$ cat config.mk
export PLATFORM = sky130hd
export DESIGN_NAME = gpio_uart_tx
export DESIGN_NICKNAME = d
export VERILOG_FILES = /design/src/rtl/gpio_uart_tx.sv
export SDC_FILE = /design/constraint.sdc
export NUM_CORES = 1
export LEC_CHECK = 0
export ABC_AREA = 1
export ABC_CLOCK_PERIOD_IN_PS = 3600
export CAP_MARGIN = 10
export CELL_PAD_IN_SITES_DETAIL_PLACEMENT = 0
export CELL_PAD_IN_SITES_GLOBAL_PLACEMENT = 2
export CORE_UTILIZATION = 23
export CTS_BUF_LIST = sky130_fd_sc_hd__clkbuf_8
export CTS_CLUSTER_SIZE = 16
export DETAILED_ROUTE_END_ITERATION = 16
export HOLD_SLACK_MARGIN = 0.12
export PLACE_DENSITY = 0.51
export SLEW_MARGIN = 20
export SYNTH_ARGS = -nofsm -noshare
export SYNTH_HDL_FRONTEND = slang
export SYNTH_SLANG_ARGS = --single-unit
$ cat constraint.sdc
create_clock -name clk -period 3.6 [get_ports clk]
set_input_delay 0.72 -clock clk [delete_from_list [all_inputs] [get_ports clk]]
set_output_delay 0.72 -clock clk [all_outputs]
set_load 0.05 [all_outputs]
$ cat src/rtl/gpio_uart_tx.sv
`default_nettype none
// ============================================================================
//  Module      : gpio_uart_tx
//  Description : Byte FIFO fed by a processor GPIO write strobe, drained by
//                an 8-bit UART transmitter. The line is idle high. Each frame
//                is one start bit, eight data bits sent LSB first, and one
//                stop bit. When the FIFO still holds data, frames follow each
//                other back to back.
//
//  Build option: GPIO_TX_PARITY_EN
//                Define this macro to insert an even-parity bit between the
//                data bits and the stop bit. The frame is then 11 bits.
//
//  Parameters  : CLKS_PER_BIT  clock cycles per serial bit (2..65535)
//                DEPTH         FIFO entries, power of two, >= 2
//
//  Ports       : clk        rising-edge system clock
//                rst        asynchronous active-low reset
//                GPIO[7:0]  byte to transmit
//                GPIOEn     write strobe, one byte per high cycle
//                tx         UART serial output, driven from a flop
//                busy       frame in flight or FIFO non-empty
//                full       FIFO occupancy equals DEPTH
//                overflow   sticky: a write was dropped (cleared by reset)
//                count      FIFO occupancy
//
//  Revision    : 1.0  initial release
// ============================================================================
module gpio_uart_tx #(
    parameter int CLKS_PER_BIT = 434,
    parameter int DEPTH        = 16
) (
    input  logic                     clk,
    input  logic                     rst,
    input  logic [7:0]               GPIO,
    input  logic                     GPIOEn,
    output logic                     tx,
    output logic                     busy,
    output logic                     full,
    output logic                     overflow,
    output logic [$clog2(DEPTH):0]   count
);

    localparam int               c_AW        = $clog2(DEPTH);
    localparam logic [c_AW:0]    c_FULL      = (c_AW+1)'(DEPTH);
    localparam logic [15:0]      c_BAUD_LAST = 16'(CLKS_PER_BIT - 1);

    typedef enum logic [2:0] {
        S_IDLE   = 3'd0,
        S_START  = 3'd1,
        S_DATA   = 3'd2,
`ifdef GPIO_TX_PARITY_EN
        S_PARITY = 3'd3,
`endif
        S_STOP   = 3'd4
    } state_t;

    // FIFO storage and bookkeeping
    logic [7:0]      r_mem [DEPTH];
    logic [c_AW-1:0] r_wr_ptr;
    logic [c_AW-1:0] r_rd_ptr;
    logic [c_AW:0]   r_count;
    logic            r_overflow;

    // Transmitter
    state_t          r_state;
    logic            r_tx;
    logic [15:0]     r_baud;
    logic [2:0]      r_bit;
    logic [7:0]      r_shift;
`ifdef GPIO_TX_PARITY_EN
    logic            r_parity;
`endif

    logic            w_baud_done;
    logic            w_not_empty;
    logic            w_full;
    logic            w_pop;
    logic            w_push;
    logic [7:0]      w_head;

    assign w_baud_done = (r_baud == c_BAUD_LAST);
    assign w_not_empty = (r_count != '0);
    assign w_full      = (r_count == c_FULL);
    assign w_head      = r_mem[r_rd_ptr];

    // The transmitter takes the head byte either from IDLE or on the last
    // cycle of a stop bit, which is what makes consecutive frames gapless.
    assign w_pop  = w_not_empty &&
                    ((r_state == S_IDLE) || ((r_state == S_STOP) && w_baud_done));
    // A full FIFO still accepts a write when a slot frees at the same edge.
    assign w_push = GPIOEn && (!w_full || w_pop);

    // ------------------------------------------------------------------
    // FIFO pointers, occupancy and overflow flag
    // ------------------------------------------------------------------
    always_ff @(posedge clk or negedge rst) begin
        if (!rst) begin
            r_wr_ptr   <= '0;
            r_rd_ptr   <= '0;
            r_count    <= '0;
            r_overflow <= 1'b0;
        end else begin
            if (w_push) begin
                r_wr_ptr <= r_wr_ptr + 1'b1;
            end
            if (w_pop) begin
                r_rd_ptr <= r_rd_ptr + 1'b1;
            end
            if (w_push && !w_pop) begin
                r_count <= r_count + 1'b1;
            end else if (!w_push && w_pop) begin
                r_count <= r_count - 1'b1;
            end
            if (GPIOEn && w_full && !w_pop) begin
                r_overflow <= 1'b1;
            end
        end
    end

    // Storage needs no reset; occupancy alone decides what is valid.
    always_ff @(posedge clk) begin
        if (w_push) begin
            r_mem[r_wr_ptr] <= GPIO;
        end
    end

    // ------------------------------------------------------------------
    // Transmitter FSM. tx is registered and updated on the same edge as
    // the state change, so the line switches exactly at the bit boundary.
    // ------------------------------------------------------------------
    always_ff @(posedge clk or negedge rst) begin
        if (!rst) begin
            r_state  <= S_IDLE;
            r_tx     <= 1'b1;
            r_baud   <= '0;
            r_bit    <= '0;
            r_shift  <= '0;
`ifdef GPIO_TX_PARITY_EN
            r_parity <= 1'b0;
`endif
        end else begin
            case (r_state)
                S_IDLE: begin
                    r_tx   <= 1'b1;
                    r_baud <= '0;
                    r_bit  <= '0;
                    if (w_pop) begin
                        r_shift  <= w_head;
`ifdef GPIO_TX_PARITY_EN
                        r_parity <= ^w_head;
`endif
                        r_state  <= S_START;
                        r_tx     <= 1'b0;
                    end
                end

                S_START: begin
                    if (w_baud_done) begin
                        r_baud  <= '0;
                        r_bit   <= '0;
                        r_state <= S_DATA;
                        r_tx    <= r_shift[0];
                    end else begin
                        r_baud <= r_baud + 16'd1;
                    end
                end

                S_DATA: begin
                    if (w_baud_done) begin
                        r_baud <= '0;
                        if (r_bit == 3'd7) begin
                            r_bit   <= '0;
`ifdef GPIO_TX_PARITY_EN
                            r_state <= S_PARITY;
                            r_tx    <= r_parity;
`else
                            r_state <= S_STOP;
                            r_tx    <= 1'b1;
`endif
                        end else begin
                            // Bit 1 of the current shift value is the next
                            // bit to go out once the register shifts.
                            r_bit   <= r_bit + 3'd1;
                            r_shift <= r_shift >> 1;
                            r_tx    <= r_shift[1];
                        end
                    end else begin
                        r_baud <= r_baud + 16'd1;
                    end
                end

`ifdef GPIO_TX_PARITY_EN
                S_PARITY: begin
                    if (w_baud_done) begin
                        r_baud  <= '0;
                        r_state <= S_STOP;
                        r_tx    <= 1'b1;
                    end else begin
                        r_baud <= r_baud + 16'd1;
                    end
                end
`endif

                S_STOP: begin
                    if (w_baud_done) begin
                        r_baud <= '0;
                        if (w_pop) begin
                            r_shift  <= w_head;
`ifdef GPIO_TX_PARITY_EN
                            r_parity <= ^w_head;
`endif
                            r_state  <= S_START;
                            r_tx     <= 1'b0;
                        end else begin
                            r_state <= S_IDLE;
                            r_tx    <= 1'b1;
                        end
                    end else begin
                        r_baud <= r_baud + 16'd1;
                    end
                end

                default: begin
                    r_state <= S_IDLE;
                    r_tx    <= 1'b1;
                    r_baud  <= '0;
                    r_bit   <= '0;
                end
            endcase
        end
    end

    assign tx       = r_tx;
    assign busy     = (r_state != S_IDLE) || w_not_empty;
    assign full     = w_full;
    assign overflow = r_overflow;
    assign count    = r_count;

endmodule
`default_nettype wire

-- Word level (Yosys, flattened, before mapping)
Memory sizes are Yosys's and may differ from the RTL's.
Index checks and enable logic that the tools add are counted.
- add/subtract/negate cells: 6
- eq/ne operators: 12
- multiplexer cells: 28
- bitwise logic cells: 1
- reduce and logical (&&, ||, !) cells: 23
- operators with widths (operator ; count):
    $mux 16 ; 2
    $mux 8 ; 4
    $mux 3 ; 8
    $pmux 8 s3 ; 1
    $add 16x1->16 const B ; 1
    $eq 16x9->1 const B ; 1
    $ne 2x2->1 const B ; 6
    $pmux 3 s4 ; 1
    $mux 5 ; 2
    $pmux 3 s3 ; 1
    $add 4x1->4 const B ; 2
    $mux 1 ; 8
    $logic_and 1x1->1 ; 7
    $eq 3x3->1 const B ; 2
    $reduce_and 3->1 ; 2
    $reduce_bool 3->1 ; 2
    $add 5x1->5 const B ; 1
    $eq 5x5->1 const B ; 1
    $reduce_and 5->1 ; 1
    $reduce_bool 5->1 ; 1
    $sub 5x1->5 const B ; 1
    $pmux 1 s4 ; 1
    $reduce_and 4->1 ; 1
    $add 3x1->3 const B ; 1
    8 further kinds ; 12
- register bits after elaboration: 45
- RAM bits: 128
- bits of input ports: 11
- output and inout bits: 9
- memories kept: 1
- memory list (name ; words ; bits a word ; read ports ; clocked after memory_dff ; wr ports ; RTL line ; text):
    r_mem ; 16 ; 8 ; 1 ; 0 ; 1 ; 59 ; logic [7:0] r_mem [DEPTH];

-- Logic depth before layout (Yosys ltp)
- depth in word-level cells: 10
- mapped depth: 22
- depth with buffers taken out: 21

-- Worst setup path after synthesis
No wires, ideal clock.
- path type: register to register
- from: register r_count[0] (netlist: count[0])
- to: register r_count[4] (netlist: count[4])
- setup time: 124 ps
- arrival: 3172 ps
- setup slack: 304 ps
- cell stages (with the launch flop): 17
- path buffers: 1
- period minus slack after synthesis: 3296 ps
- cell sequence: dfrtp_1 nor2_1 nand3_1 nor2_1 nand2_2 nand2_2 buf_6 clkinv_4 ha_1 fa_1 inv_1 nand2_1 a21oi_1 nor2_1 nand2_1 nand3_1 xor2_1
- longest elaborated chain between the ends: 7
- ends and longest elaborated chain (what ; RTL line ; text):
    start, declared ; 62 ; logic [c_AW:0] r_count;
    start signal, assigned ; 111 ; r_count <= r_count + 1'b1;
    start signal, assigned ; 113 ; r_count <= r_count - 1'b1;
    $eq 5x5->1 (*) ; 84 ; assign w_full = (r_count == c_FULL);
    named net full ; 39 ; output logic full,
    $logic_not 1->1 (*) ; 92 ; assign w_push = GPIOEn && (!w_full || w_pop);
    $logic_or 1x1->1 (*) ; 92 ;
    $logic_and 1x1->1 (*) ; 92 ;
    named net w_push ; 79 ; logic w_push;
    $logic_not 1->1 ; 112 ; end else if (!w_push && w_pop) begin
    $logic_and 1x1->1 ; 112 ;
    $reduce_bool 2->1 (no line) ; n/a ;
Mark *: on every way through the listed nets, which the timed path passes. The rest lies on a longest branch. The select of a mux whose other input is x is not followed.
A chain may end at the register's enable or synchronous reset.

-- Final worst setup path
- from: register r_state[1]
- to: output busy
- longest elaborated chain between the ends: 2
- ends and longest elaborated chain (what ; RTL line ; text):
    start, declared ; 66 ; state_t r_state;
    start signal, assigned ; 134 ; r_state <= S_IDLE;
    start signal, assigned ; 153 ; r_state <= S_START;
    start signal, assigned ; 162 ; r_state <= S_DATA;
    $reduce_bool 3->1 ; 235 ; assign busy = (r_state != S_IDLE) || w_not_empty;
    $logic_or 1x1->1 ; 235 ;
    end, declared ; 38 ; output logic busy,
No other way between the ends.

==> metrics.txt <==
# TYPE chip_impl_metric gauge
chip_impl_metric{name="ys_seq_area_share",unit="%"} 61.3
chip_impl_metric{name="path_clk_slew",unit="ns"} 0.10
chip_impl_metric{name="die_width",unit="um"} 190
chip_impl_metric{name="ctsResizeCount",unit=""} 0
chip_impl_metric{name="placementRows",unit=""} 68
chip_impl_metric{name="syn_nets",unit=""} 869
chip_impl_info{name="critical_path.cell_chain",value="nor2_2 > inv_1 > nor2_1 > nand2_1 > clkdlybuf4s50_1"} 1
chip_impl_metric{name="number_of_hold_slack_violations_in_the_final_timing_report",unit=""} 0
chip_impl_metric{name="post-dp-hpwl",unit="um"} 14100
chip_impl_metric{name="tightest_slew",unit="ns"} 0.869
chip_impl_metric{name="first_pass_iters",unit=""} 4
chip_impl_metric{name="tot_gr_track_use",unit="%"} 13.0
chip_impl_metric{name="design.final.nets",unit=""} 902
chip_impl_info{name="worstSetupPathType",value="reg2out"} 1
chip_impl_metric{name="layout-area-overhead-vs-synth",unit="%"} 14.9
chip_impl_metric{name="vdd_drop_max",unit="mV"} 0.400
chip_impl_metric{name="p_sw",unit="mW"} 1.46
chip_impl_metric{name="synthDistinctLibCells",unit=""} 42
chip_impl_info{name="holdCritPathClass",value="in2async"} 1
chip_impl_metric{name="floorplan.die.height",unit="um"} 190
chip_impl_info{name="ys_top_cells_by_area",value="edfxtp_1, dfrtp_1, nand2_1"} 1
chip_impl_metric{name="setup_violations",unit=""} 0
chip_impl_metric{name="final-max-slew-violation-count",unit=""} 0
chip_impl_metric{name="fill_cells",unit=""} 3699
chip_impl_metric{name="cts.path.max_buffers",unit=""} 2
chip_impl_metric{name="seq_power_share",unit="%"} 50.9
chip_impl_metric{name="post-cts-setup-buffer-count",unit=""} 0
chip_impl_metric{name="number_of_antenna_violations_at_the_first_check_in_global_routing",unit=""} 0
chip_impl_metric{name="finClkSkew",unit="ns"} 0.0185
chip_impl_info{name="end_kind",value="output pin"} 1
chip_impl_metric{name="max_slew_headroom",unit="%"} 41.9
chip_impl_metric{name="vias_in_the_first_global_route",unit=""} 5577
chip_impl_metric{name="layout_worst_path_cycle_share",unit="%"} 83.3
chip_impl_info{name="cts_root_buffer",value="clkbuf_8"} 1
chip_impl_metric{name="h-tree-depth",unit=""} 4
chip_impl_metric{name="routed_wl",unit="um"} 22000
chip_impl_metric{name="die-area",unit="mm^2"} 0.0360
chip_impl_metric{name="cp_max_fo",unit=""} 6
chip_impl_info{name="synth_top_flop_cell",value="edfxtp_1"} 1
chip_impl_metric{name="post_cts_hold_buffer_count",unit=""} 0
chip_impl_metric{name="timing.critical_path.arrival",unit="ns"} 2.28
chip_impl_info{name="grt_setup_unrepaired",value="false"} 1
chip_impl_metric{name="drc",unit=""} 0
chip_impl_metric{name="tritoncts_num_sinks",unit=""} 173
chip_impl_metric{name="mean_instance_size_in_the_synthesized_netlist",unit="um^2"} 9.61
chip_impl_metric{name="coreArea",unit="mm^2"} 0.0346
chip_impl_metric{name="fin_cells",unit=""} 1344
chip_impl_info{name="cts_tree",value="done"} 1
chip_impl_metric{name="grt_first_pass_wirelength",unit="um"} 34600
chip_impl_metric{name="max_cap_viol_count",unit=""} 0
chip_impl_metric{name="power.density",unit="mW/mm^2"} 512
chip_impl_metric{name="cp.buffers_inverters",unit=""} 2
chip_impl_metric{name="placed_cells_incl_taps",unit=""} 1312
chip_impl_metric{name="top_level_ports",unit=""} 20
chip_impl_metric{name="vias_per_cell",unit=""} 4.11
chip_impl_metric{name="clockPowerShare",unit="%"} 31.7
chip_impl_metric{name="clk-insertion-delay-late",unit="ns"} 0.47
chip_impl_metric{name="synth_top_area_share",unit="%"} 47.4
chip_impl_metric{name="routed_wl_per_cell",unit="um"} 16.4
chip_impl_metric{name="pwr-share-comb",unit="%"} 17.5
chip_impl_metric{name="cellInternalPower",unit="mW"} 3.30
chip_impl_metric{name="grt_start_max_net_pins",unit=""} 57
chip_impl_metric{name="post_synth_inst_count",unit=""} 843
chip_impl_metric{name="yosys_warnings",unit=""} 0
chip_impl_metric{name="fin_tns_setup",unit="ns"} 0
chip_impl_metric{name="synthArstFlopShare",unit="%"} 26.0
chip_impl_metric{name="worst-endpoint-required",unit="ns"} 2.88
chip_impl_metric{name="synth-edff-count",unit=""} 128
chip_impl_info{name="worst_path_max_delay_cell",value="clkdlybuf4s50_1"} 1
chip_impl_metric{name="critical_path.max_stage_delay",unit="ns"} 0.73
chip_impl_info{name="cp-start-kind",value="flip-flop"} 1
chip_impl_metric{name="maxClockFrequency",unit="GHz"} 0.333
chip_impl_metric{name="globalRouteOverflowTotal",unit=""} 0
chip_impl_metric{name="power_leakage",unit="nW"} 3.95
chip_impl_metric{name="vias",unit=""} 5521
chip_impl_metric{name="netSwitchingFraction",unit="%"} 30.7
chip_impl_metric{name="drive_gt1_share",unit="%"} 9.79
chip_impl_metric{name="register_bit_count_reported_by_yosys",unit=""} 173
chip_impl_metric{name="drtIter0Drc",unit=""} 321
chip_impl_metric{name="ant_nets",unit=""} 0
chip_impl_info{name="synth_largest_area_cell",value="edfxtp_1"} 1
chip_impl_metric{name="num_antenna_cells",unit=""} 0
chip_impl_metric{name="final_period_minus_worst_setup_slack",unit="ns"} 3.00
chip_impl_info{name="crit_family",value="buffers and inverters"} 1
chip_impl_metric{name="cts_made_buffers",unit=""} 17
chip_impl_metric{name="port-buffer-count",unit=""} 19
chip_impl_metric{name="finalWeightedCongestion",unit=""} 0.698
chip_impl_metric{name="starting_utilization_of_the_core_area",unit="%"} 23.4
chip_impl_info{name="status",value="complete, no violations"} 1
chip_impl_metric{name="netlist_area",unit="mm^2"} 0.00810
## worst reg2reg max path, stage by stage (launching register included)
cell      delay, ns
dfrtp_1        0.42
ha_1           0.21
nand2_1        0.05
inv_1          0.04
nand2_2        0.07
nor2_4         0.04
nand2_4        0.10
nand2_4        0.08
nand2_2        0.09
nand2_2        0.05
nand2_2        0.10
clkinv_4       0.08
ha_1           0.24
fa_1           0.41
inv_1          0.07
nand2_1        0.04
a21oi_1        0.15
nor2_1         0.06
nand2_1        0.06
nand3_1        0.08
xor2_1         0.15
## layer usage
metal	GRT usage [%]	wire, um	vias up	share of wire (%)
li1	-	-	2777	-
met1	18.5	11200	2673	51
met2	20.0	10000	64	46
met3	2.49	602	7	2.7
met4	3.26	144	0	0.66
met5	0	0	-	0
## synth_stat cells, types with 5 or more instances
cell      instances
nand2_1         245
inv_1           131
edfxtp_1        128
nand3_1         105
dfrtp_1          44
nor2_1           43
nor3_1           22
buf_2            19
o21ai_0          15
ha_1             14
xor2_1           11
a21oi_1           8
nand2_2           7
clkbuf_1          5
## cell families after synthesis
group / count (synthesis) / synth area share (%)
and+or+nand+nor: 438 / 23.5
DFF: 173 / 61.3
xor gates and xnor gates: 14 / 1.51
AOI/OAI and AO/OA: 38 / 2.90
buffers and inverters: 165 / 8.37
adders and majority gates: 15 / 2.41
## layout make-up
| type | instances | area, um^2 | share of cell area [%] |
|---|---|---|---|
| Tap cell | 455 | 569 | 6.11 |
| Clock inverter | 15 | 183 | 1.96 |
| Inverter | 135 | 512 | 5.50 |
| Clock buffer | 17 | 234 | 2.51 |
| Multi-Input combinational cell | 505 | 2450 | 26.4 |
| Timing Repair Buffer | 44 | 385 | 4.14 |
| Sequential cell | 173 | 4970 | 53.4 |
## layout by cell type, fill, tap and decap left out, drive strengths merged, types with 10 or more instances in the layout
master	count
xor2	11
nand2	254
nor3	25
dfrtp	44
inv	139
edfxtp	128
clkdlybuf4s50	18
a21oi	10
o21ai	18
nand3	107
buf	26
ha	14
nor2	47
clkbuf	17
## path summary, 6_finish.rpt
kind,cells past startpoint,from,endpoint,slack (ns)
max,5,r_state[1],busy,0.60
min,1,rst,r_baud[13],0.33
max reg2reg,20,r_baud[0],count[4],0.89
min reg2reg,2,r_shift[6],r_shift[6],0.49
max in group asynchronous,2,rst,r_rd_ptr[0],2.49
min in group clk,2,r_shift[6],r_shift[6],0.49
## through the flow
| stage | hold slack (ns) | cell area [um^2] | setup slack [ns] | power (mW) | util, % |
|---|---|---|---|---|---|
| floorplan | 0.424 | 8100 | 0.304 | 3.00 | - |
| global placement | 0.468 | 8890 | 0.837 | 3.33 | 25.7 |
| global route | 0.354 | 9310 | 0.352 | 5.03 | 26.9 |
| CTS | 0.325 | 9310 | 0.527 | 4.85 | 26.9 |
| finish | 0.331 | 9310 | 0.600 | 4.77 | 26.9 |
| detailed placement | 0.465 | 8890 | 0.845 | 3.32 | 25.7 |
## power groups by stage
| stage | sequential [mW] | combinational, mW | clock [mW] |
|---|---|---|---|
| floorplan | 2.57 | 0.427 | 0 |
| global placement | 2.47 | 0.860 | 0 |
| detailed placement | 2.47 | 0.848 | 0 |
| CTS | 2.43 | 0.850 | 1.57 |
| global route | 2.45 | 0.938 | 1.64 |
| finish | 2.42 | 0.833 | 1.51 |
## flip-flops by register name (all words and copies together) (netlist names), 3 cells and up
name	count
r_rd_ptr	4
r_shift	8
count	5
r_baud	16
r_wr_ptr	4
r_state	3
r_bit	3
r_mem	128
Note: power is estimated with default switching activity, not from simulation.
